File: config.mk
export PLATFORM = sky130hd
export DESIGN_NAME = pkt_input_fifo_flat
export DESIGN_NICKNAME = d
export VERILOG_FILES = /design/src/rtl/pkt_input_fifo_if.sv /design/src/rtl/pkt_input_fifo.sv /design/src/flat_wrapper.sv
export SDC_FILE = /design/constraint.sdc
export NUM_CORES = 1
export LEC_CHECK = 0
export ABC_AREA = 1
export BUFFER_PORTS_ARGS = -buffer_cell sky130_fd_sc_hd__buf_4
export CAP_MARGIN = 20
export CELL_PAD_IN_SITES_DETAIL_PLACEMENT = 0
export CELL_PAD_IN_SITES_GLOBAL_PLACEMENT = 2
export CORE_ASPECT_RATIO = 1.4
export CORE_UTILIZATION = 29
export CTS_BUF_LIST = sky130_fd_sc_hd__clkbuf_2
export DETAILED_ROUTE_END_ITERATION = 10
export PLACE_DENSITY = 0.57
export SYNTH_ARGS = -nofsm -noshare
export SYNTH_HDL_FRONTEND = slang
export SYNTH_SLANG_ARGS = --single-unit
export TNS_END_PERCENT = 1
File: constraint.sdc
create_clock -name clk -period 9.5 [get_ports clk]
set_clock_uncertainty 0.15 [all_clocks]
set_input_delay 0.95 -clock clk [delete_from_list [all_inputs] [get_ports clk]]
set_output_delay 0.95 -clock clk [all_outputs]
set_load 0.01 [all_outputs]
File: src/rtl/pkt_input_fifo_if.sv
// Handshake/status bundle for one ingress port of the packet-aware input FIFO.
// master drives writes and pops; slave is the FIFO itself.
interface pkt_input_fifo_if #(
  parameter int DATA_WIDTH = 32,
  parameter int ADDR_WIDTH = 5
);
  logic [DATA_WIDTH-1:0] din;
  logic                  din_eop;
  logic                  wr_en;
  logic                  wr_abort;
  logic                  full;
  logic                  almost_full;
  logic [ADDR_WIDTH:0]   wr_count;
  logic                  ovf_drop;
  logic [DATA_WIDTH-1:0] dout;
  logic                  dout_eop;
  logic                  rd_en;
  logic                  empty;
  logic                  almost_empty;
  logic [ADDR_WIDTH:0]   rd_count;
  logic [ADDR_WIDTH:0]   pkt_count;

  modport master (
    output din, din_eop, wr_en, wr_abort, rd_en,
    input  full, almost_full, wr_count, ovf_drop, dout, dout_eop,
           empty, almost_empty, rd_count, pkt_count
  );

  modport slave (
    input  din, din_eop, wr_en, wr_abort, rd_en,
    output full, almost_full, wr_count, ovf_drop, dout, dout_eop,
           empty, almost_empty, rd_count, pkt_count
  );
endinterface

File: src/rtl/pkt_input_fifo.sv
// Packet-aware input FIFO: words are written speculatively and only become readable
// once the packet's EOP word is accepted; aborted or overflowing packets are rewound.
//
// state       | meaning
// ST_ACCEPT   | words are stored at the speculative write pointer
// ST_DISCARD  | overflowed packet; ignore writes until its EOP word
module pkt_input_fifo #(
  parameter int DATA_WIDTH    = 32,
  parameter int ADDR_WIDTH    = 5,
  parameter int FWFT_EN       = 1,
  parameter int AFULL_MARGIN  = 2,
  parameter int AEMPTY_MARGIN = 1
) (
  input  logic clk,
  input  logic rst_n,
  pkt_input_fifo_if.slave bus
);
  localparam int DEPTH = 2**ADDR_WIDTH;
  localparam int PW    = ADDR_WIDTH + 1;

  typedef enum logic {ST_ACCEPT, ST_DISCARD} state_e;

  state_e                state_q, state_d;
  logic [PW-1:0]         rptr_q, rptr_d;
  logic [PW-1:0]         wptr_spec_q, wptr_spec_d;
  logic [PW-1:0]         wptr_cmt_q, wptr_cmt_d;
  logic [PW-1:0]         pkt_count_q, pkt_count_d;
  logic                  ovf_drop_q;
  logic [DATA_WIDTH-1:0] dout_q;
  logic                  dout_eop_q;
  logic [DATA_WIDTH:0]   mem [DEPTH];

  logic                  wr_ok, rewind, ovf_d, commit, pop, pop_eop;
  logic [PW-1:0]         wr_cnt, rd_cnt, free_cnt;
  logic                  full, empty;
  logic [DATA_WIDTH:0]   mem_rd;

  assign wr_cnt   = wptr_spec_q - rptr_q;
  assign rd_cnt   = wptr_cmt_q - rptr_q;
  assign free_cnt = PW'(DEPTH) - wr_cnt;
  assign full     = (wr_cnt == PW'(DEPTH));
  assign empty    = (wptr_cmt_q == rptr_q);
  assign mem_rd   = mem[rptr_q[ADDR_WIDTH-1:0]];

  always_ff @(posedge clk or negedge rst_n) begin
    if (!rst_n) state_q <= ST_ACCEPT;
    else        state_q <= state_d;
  end

  always_comb begin
    state_d = state_q;
    if (bus.wr_abort) begin
      state_d = ST_ACCEPT;
    end else if (bus.wr_en) begin
      case (state_q)
        ST_ACCEPT:  if (full && !bus.din_eop) state_d = ST_DISCARD;
        ST_DISCARD: if (bus.din_eop)          state_d = ST_ACCEPT;
        default:    state_d = ST_ACCEPT;
      endcase
    end
  end

  // Abort outranks write; a write at full rewinds the open packet and flags overflow.
  always_comb begin
    wr_ok  = 1'b0;
    rewind = 1'b0;
    ovf_d  = 1'b0;
    if (bus.wr_abort) begin
      rewind = 1'b1;
    end else if (bus.wr_en && state_q == ST_ACCEPT) begin
      if (full) begin
        rewind = 1'b1;
        ovf_d  = 1'b1;
      end else begin
        wr_ok = 1'b1;
      end
    end
  end

  assign commit  = wr_ok && bus.din_eop;
  assign pop     = bus.rd_en && !empty;
  assign pop_eop = pop && mem_rd[DATA_WIDTH];

  always_comb begin
    wptr_spec_d = wptr_spec_q;
    if (rewind)     wptr_spec_d = wptr_cmt_q;
    else if (wr_ok) wptr_spec_d = wptr_spec_q + 1'b1;
    wptr_cmt_d  = commit ? wptr_spec_q + 1'b1 : wptr_cmt_q;
    rptr_d      = pop ? rptr_q + 1'b1 : rptr_q;
    pkt_count_d = pkt_count_q;
    if (commit && !pop_eop)      pkt_count_d = pkt_count_q + 1'b1;
    else if (!commit && pop_eop) pkt_count_d = pkt_count_q - 1'b1;
  end

  always_ff @(posedge clk or negedge rst_n) begin
    if (!rst_n) begin
      rptr_q      <= '0;
      wptr_spec_q <= '0;
      wptr_cmt_q  <= '0;
      pkt_count_q <= '0;
      ovf_drop_q  <= 1'b0;
      dout_q      <= '0;
      dout_eop_q  <= 1'b0;
    end else begin
      rptr_q      <= rptr_d;
      wptr_spec_q <= wptr_spec_d;
      wptr_cmt_q  <= wptr_cmt_d;
      pkt_count_q <= pkt_count_d;
      ovf_drop_q  <= ovf_d;
      if (pop) begin
        dout_q     <= mem_rd[DATA_WIDTH-1:0];
        dout_eop_q <= mem_rd[DATA_WIDTH];
      end
    end
  end

  // Storage is deliberately not reset.
  always_ff @(posedge clk) begin
    if (wr_ok) mem[wptr_spec_q[ADDR_WIDTH-1:0]] <= {bus.din_eop, bus.din};
  end

  // In FWFT mode dout_q keeps the last popped word for display while empty.
  assign bus.dout         = (FWFT_EN != 0 && !empty) ? mem_rd[DATA_WIDTH-1:0] : dout_q;
  assign bus.dout_eop     = (FWFT_EN != 0 && !empty) ? mem_rd[DATA_WIDTH] : dout_eop_q;
  assign bus.full         = full;
  assign bus.almost_full  = (free_cnt <= PW'(AFULL_MARGIN)) || full;
  assign bus.empty        = empty;
  assign bus.almost_empty = (rd_cnt <= PW'(AEMPTY_MARGIN)) || empty;
  assign bus.wr_count     = wr_cnt;
  assign bus.rd_count     = rd_cnt;
  assign bus.pkt_count    = pkt_count_q;
  assign bus.ovf_drop     = ovf_drop_q;
endmodule

File: src/flat_wrapper.sv
// flat-port wrapper written by rule: the top's interface ports become plain ports
module pkt_input_fifo_flat 
#(
  parameter int DATA_WIDTH    = 32,
  parameter int ADDR_WIDTH    = 5,
  parameter int FWFT_EN       = 1,
  parameter int AFULL_MARGIN  = 2,
  parameter int AEMPTY_MARGIN = 1
)
  (clk, rst_n, bus_din, bus_din_eop, bus_wr_en, bus_wr_abort, bus_rd_en, bus_full, bus_almost_full, bus_wr_count, bus_ovf_drop, bus_dout, bus_dout_eop, bus_empty, bus_almost_empty, bus_rd_count, bus_pkt_count);
  pkt_input_fifo_if #(.DATA_WIDTH(DATA_WIDTH), .ADDR_WIDTH(ADDR_WIDTH)) bus_i ();
  input  logic clk;
  input  logic rst_n;
  input wire logic [$bits(bus_i.din)-1:0] bus_din;
  input wire logic [$bits(bus_i.din_eop)-1:0] bus_din_eop;
  input wire logic [$bits(bus_i.wr_en)-1:0] bus_wr_en;
  input wire logic [$bits(bus_i.wr_abort)-1:0] bus_wr_abort;
  input wire logic [$bits(bus_i.rd_en)-1:0] bus_rd_en;
  output wire logic [$bits(bus_i.full)-1:0] bus_full;
  output wire logic [$bits(bus_i.almost_full)-1:0] bus_almost_full;
  output wire logic [$bits(bus_i.wr_count)-1:0] bus_wr_count;
  output wire logic [$bits(bus_i.ovf_drop)-1:0] bus_ovf_drop;
  output wire logic [$bits(bus_i.dout)-1:0] bus_dout;
  output wire logic [$bits(bus_i.dout_eop)-1:0] bus_dout_eop;
  output wire logic [$bits(bus_i.empty)-1:0] bus_empty;
  output wire logic [$bits(bus_i.almost_empty)-1:0] bus_almost_empty;
  output wire logic [$bits(bus_i.rd_count)-1:0] bus_rd_count;
  output wire logic [$bits(bus_i.pkt_count)-1:0] bus_pkt_count;
  assign bus_i.din = bus_din;
  assign bus_i.din_eop = bus_din_eop;
  assign bus_i.wr_en = bus_wr_en;
  assign bus_i.wr_abort = bus_wr_abort;
  assign bus_i.rd_en = bus_rd_en;
  assign bus_full = bus_i.full;
  assign bus_almost_full = bus_i.almost_full;
  assign bus_wr_count = bus_i.wr_count;
  assign bus_ovf_drop = bus_i.ovf_drop;
  assign bus_dout = bus_i.dout;
  assign bus_dout_eop = bus_i.dout_eop;
  assign bus_empty = bus_i.empty;
  assign bus_almost_empty = bus_i.almost_empty;
  assign bus_rd_count = bus_i.rd_count;
  assign bus_pkt_count = bus_i.pkt_count;
  pkt_input_fifo #(.DATA_WIDTH(DATA_WIDTH), .ADDR_WIDTH(ADDR_WIDTH), .FWFT_EN(FWFT_EN), .AFULL_MARGIN(AFULL_MARGIN), .AEMPTY_MARGIN(AEMPTY_MARGIN)) u_core (.clk(clk), .rst_n(rst_n), .bus(bus_i));
endmodule
Yosys cells after proc, flatten, opt, wreduce, memory -nomap -nowiden. Memories as Yosys holds them, arrays and structs flattened. Index checks and enable logic that the tools add are counted.

Register bits: 59. Latch bits: 0. RAM bits: 1056. ROM bits: 0. Input port bits: 38. Output and inout port bits: 56. Logic and storage cells: 57. Memories kept: 1.

Memory list: u_core.mem (depth 32, bits a word 33, read ports 1, clocked after Yosys merged registers in 0, wr ports 1, RTL line pkt_input_fifo.sv:31) `logic [DATA_WIDTH:0] mem [DEPTH];`.

Add/sub/neg operators: 7. Multiply operators: 0. Div/mod/pow operators: 0. Magnitude comparators: 2. Equality and inequality tests: 2. Shift operators: 0. Muxes and demuxes: 20. Bitwise logic cells: 1. Reduce and logical (&&, ||, !) cells: 16.

Operator list (count): two-way mux 32 bit (1); two-way mux 6 bit (4); adder 6 x 1 -> 6 bit (second input constant) (3); two-way mux 1 bit (14); subtractor 6 bit (2); logical AND 1 bit (7); equality test 6 bit (1); equality test 6 bit (second input constant) (1); less-or-equal comparator 6 x 1 -> 1 bit (second input constant) (1); less-or-equal comparator 6 x 2 -> 1 bit (second input constant) (1); nonzero test 2 bit (3); subtractor 6 x 1 -> 6 bit (second input constant) (1); subtractor 6 bit (first input constant) (1); logical NOT 1 bit (4); logical OR 1 bit (2); one-hot mux 1 bit (2 select lines) (1); NOT 1 bit (1).

Longest topological paths before layout.
Depth after elaboration: 10. Depth in mapped cells: 25. Mapped depth without buffers: 23.

Worst setup path before layout. No wires, ideal clock.

Path type: register -> register. Start: register u_core.rptr_q[4]. End: memory u_core.mem[11][0] (netlist name) (enable). Library setup time: 0.423 ns. Arrival time: 3.566 ns. Data required time: 8.927 ns. Path slack: 5.361 ns. Stages on the path, launching flop included: 14. Path buffers: 2. Period minus slack after synthesis: 4.139 ns. Cell sequence: dfrtp_1 buf_2 clkinv_1 buf_1 ha_1 a21oi_1 nand3_1 nand2_1 nand2_2 nand2_4 nand3_4 inv_4 nand2_2 nor2_1.

Longest elaborated chain between the ends: 7.

RTL lines: from (decl) (RTL line pkt_input_fifo.sv:24) `logic [PW-1:0] rptr_q, rptr_d;`; from (signal assigned) (RTL line pkt_input_fifo.sv:105) `rptr_q <= rptr_d;`; subtractor 6 bit (RTL line pkt_input_fifo.sv:38) `assign wr_cnt = wptr_spec_q - rptr_q;`; via bus_wr_count[5] (RTL line flat_wrapper.sv:21) `output wire logic [$bits(bus_i.wr_count)-1:0] bus_wr_count;`; equality test 6 bit (RTL line pkt_input_fifo.sv:41) `assign full = (wr_cnt == PW'(DEPTH));`; two-way mux 1 bit (RTL line pkt_input_fifo.sv:71) `if (full) begin`; two-way mux 1 bit (RTL line pkt_input_fifo.sv:70) `end else if (bus.wr_en && state_q == ST_ACCEPT) begin`; two-way mux 1 bit (RTL line pkt_input_fifo.sv:68) `if (bus.wr_abort) begin`; two-way mux 1 bit (RTL line pkt_input_fifo.sv:119) `if (wr_ok) mem[wptr_spec_q[ADDR_WIDTH-1:0]] <= {bus.din_eop, bus.din};`; two-way mux 1 bit (not written as such) (RTL line pkt_input_fifo.sv:119); to (decl) (RTL line pkt_input_fifo.sv:31).

The timed path passes the listed nets, and every way through them passes these cells.

Final worst setup path.
Start: register u_core.rptr_q[1]. End: output bus_dout[22].

Longest elaborated chain between the ends: 2. Elaborated cells on any way between the ends: 3. Classes of those cells: eq/ne: 1; mux: 1; memory: 1.

RTL lines: memory (32 x 33 bit) or equality test 6 bit (tied branches); two-way mux 32 bit * (RTL line pkt_input_fifo.sv:123) `assign bus.dout = (FWFT_EN != 0 && !empty) ? mem_rd[DATA_WIDTH-1:0] : dout_q;`; to (decl) (RTL line flat_wrapper.sv:23) `output wire logic [$bits(bus_i.dout)-1:0] bus_dout;`.

Every way passes the cells marked *; elsewhere a longest branch is shown, timed or not.

==> impl_metrics.tcl <==
set metrics [dict create \
    outcome "complete, no violations" \
    hold_path_class "input port to register" \
    crit_buf_inv 4 \
    drtIter0Drc 2461 \
    startpoint_type "register" \
    wl_per_cell_um 25.2 \
    port_buffers 93 \
    rsz0062_at_grt "no" \
    synth.distinct_cells 41 \
    cts_root_buffer "clkbuf_2" \
    cts_buffer_depth 4 \
    cts.sinks 1115 \
    crit_slowest_cell "dfrtp_4" \
    grt_max_degree 171 \
    drive_gt1_share_pct 16.9 \
    grt_first_pass_wirelength_mm 223 \
    synth_mux_area_share_pct 0 \
    synth_top_family_by_area "simple AND/OR/NAND/NOR gates" \
    grt_pass1_vias 30659 \
    synthFlopType "edfxtp_1" \
    hold_viol 0 \
    vias_per_cell 4.91 \
    gp_congestion 0.758 \
    wl_mm 157 \
    cts_made_buffers 307 \
    area_growth_syn_to_layout_pct 14.6 \
    end_kind "output port" \
    io_pins 94 \
    synth_edf_count 1056 \
    drc 0 \
    critPathMaxFanout 170 \
    r2r_end "u_core.mem[16][11]$_DFFE_PP_" \
    synth_area_per_cell_um2 12.5 \
    dp.cells 5629 \
    worst_path_most_repeated_cell "buf_4" \
    reg2reg_depth 14 \
    grtUsageTotal_pct 19.9 \
    place_hpwl_mm 83.3 \
    yosysSeqAreaShare_pct 73.3 \
    final_common_cell "edfxtp_1" \
    worstPathCellList "buf_12 > buf_4 > buf_4 > o21ai_0 > o211ai_1 > o211ai_1 > nand2_1 > nand3_1 > nand2_1 > buf_4" \
    period_share_pct 74.4 \
    antenna_found_initial 14 \
    fillers 15693 \
    r2r-start "u_core.rptr_q[0]$_DFFE_PN0P_" \
    criticalPathCategory "register to output port" \
    relSlewSlack_pct 24.6 \
    synthArstFlopShare_pct 5.29 \
    core_mm2 0.155 \
    timing.fmax_mhz 142 \
    die_y_um 470 \
    die-area_mm2 0.158 \
    final_cells 6245 \
    synth_fa_ha_area_share_pct 0.740 \
    setup_viol 0 \
    ir_worst_vdd_v 0.000309 \
    synth-simple-area-share_pct 13.2 \
    slowest_delay_ns 0.80 \
    h-tree-depth 5 \
    maxCapViolations 0 \
    overflow 0 \
    synth.net_count 3693 \
    cts_tree "yes" \
    r2r_setup_slack_ns 4.14 \
    insertion_delay_ns 1.65 \
    syn_inst 3630 \
    synth-xor-area-share_pct 0.309 \
    die_width_um 336 \
    clk_pin_slew_worst_paths_ns 0.10 \
    synth_area_mm2 0.0453 \
    start_util_pct 29.2 \
    worst_pin_slew_ns 1.13 \
    whs_path_depth 2 \
    cts_setup_buffers 0 \
    drt-pass1-iter-count 5 \
    cp.arrival_ns 5.96 \
    period_minus_slack_ns 7.06 \
    vias 30636 \
    crit_family "buffers and inverters" \
    layout_common_cells "edfxtp_1, nand2_1, nor2_1, clkbuf_2, o21ai_0" \
    post-route-util_pct 33.4 \
    holdCritStartpoint "bus_din[14]" \
    yosys_warnings 0 \
    cp.required_ns 8.40 \
    min_to "u_core.mem[11][14]$_DFFE_PP_" \
    ys_ff_latch 1115 \
    drv_slew 0 \
    p_per_area_mw_per_mm2 298 \
    power.leakage_nw 18.1 \
    rows 171 \
    final_antenna_net_count 0 \
    nets 4033 \
    synth_compound_area_share_pct 9.10 \
    setup_tns_ns 0 \
]
## stage by stage
step                      worst slack, ns  hold WS [ns]  power, mW  area, um2
after CTS                            2.14     0.0000634       15.7      51600
after floorplan                      5.36         0.299       9.69      45300
after global placement               3.96         0.313       12.4      48100
final                                2.44         0.230       15.4      51900
after global routing                 1.84       -0.0510       16.5      51900
after detailed placement             4.02         0.316       12.4      48100
## synthesized netlist by cell type (3+ instances only)
library cell,n,area [um2]
buf_1,15,56.3
dfrtp_1,59,1480
o211ai_1,68,510
xnor2_1,5,43.8
ha_1,22,275
or2_2,3,18.8
o21ai_1,90,450
inv_2,3,11.3
clkinv_1,4,15.0
nand2_1,611,2290
buf_4,29,218
buf_2,53,265
o221ai_1,64,561
edfxtp_1,1056,31700
o22ai_1,66,413
a21oi_1,76,380
clkbuf_1,102,383
clkbuf_2,3,15.0
nor2_1,516,1940
inv_1,45,169
nand3_1,314,1570
xor2_1,11,96.3
fa_1,3,60.1
o21ai_0,357,1790
nand2_4,6,67.6
buf_6,27,304
## flip-flops by register name (all words and copies together) (netlist names)
| name | flops |
|---|---|
| u_core.bus.ovf_drop | 1 |
| u_core.rptr_q | 6 |
| u_core.bus.pkt_count | 6 |
| u_core.wptr_spec_q | 6 |
| u_core.mem | 1056 |
| u_core.wptr_cmt_q | 6 |
| u_core.state_q | 1 |
| u_core.dout_q | 32 |
| u_core.dout_eop_q | 1 |
## report_power, final
| group | switching, mW | internal, mW |
|---|---|---|
| Clock | 1.99 | 1.26 |
| Combinational | 4.54 | 1.83 |
| Sequential | 0.202 | 5.63 |
| Total | 6.73 | 8.71 |
## final cells by class
cell class                      count  area (um2)  area share [%]
Sequential cell                  1115       33200            64.0
Multi-Input combinational cell   2228       10800            20.9
Tap cell                         2076        2600            5.01
Timing Repair Buffer              263        2530            4.89
Clock buffer                      459        2300            4.43
Inverter                           55         238           0.458
Clock inverter                     38         146           0.282
Antenna cell                       11        27.5          0.0531
## metal layers
| layer | global-route usage [%] | part of all wire (%) |
|---|---|---|
| met5 | 0 | 0.022 |
| met4 | 6.61 | 2.8 |
| met3 | 4.43 | 5.5 |
| met2 | 33.1 | 49 |
| met1 | 25.4 | 43 |
## worst max path at each step
stage | endpoint | cells after the start | from | slack, ns
after floorplan | u_core.mem[11][0]$_DFFE_PP_ | 13 | u_core.rptr_q[4]$_DFFE_PN0P_ | 5.36
after global placement | bus_dout[29] | 10 | u_core.rptr_q[1]$_DFFE_PN0P_ | 3.96
after detailed placement | bus_dout[29] | 10 | u_core.rptr_q[1]$_DFFE_PN0P_ | 4.02
after CTS | bus_dout[29] | 10 | u_core.rptr_q[1]$_DFFE_PN0P_ | 2.14
after global routing | bus_dout[29] | 10 | u_core.rptr_q[1]$_DFFE_PN0P_ | 1.84
final | bus_dout[22] | 10 | u_core.rptr_q[1]$_DFFE_PN0P_ | 2.44
## timing repair
action                                 in CTS  in global routing
gates resized for setup                     0                  0
hold buffers                               97                  0
endpoints found under the hold margin    1174                  0
## logic make-up (layout without fill, tap and decap cells)
kind of cell / Yosys count / count (layout)
AND/OR/NAND/NOR: 1463 / 1463
flip-flops: 1115 / 1115
AO/OA/AOI/OAI: 724 / 724
buffers and inverters: 287 / 815
adder cells (fa/ha/maj): 25 / 25
XOR/XNOR: 16 / 16
other: 0 / 11
Note: power is estimated with default switching activity, not from simulation.
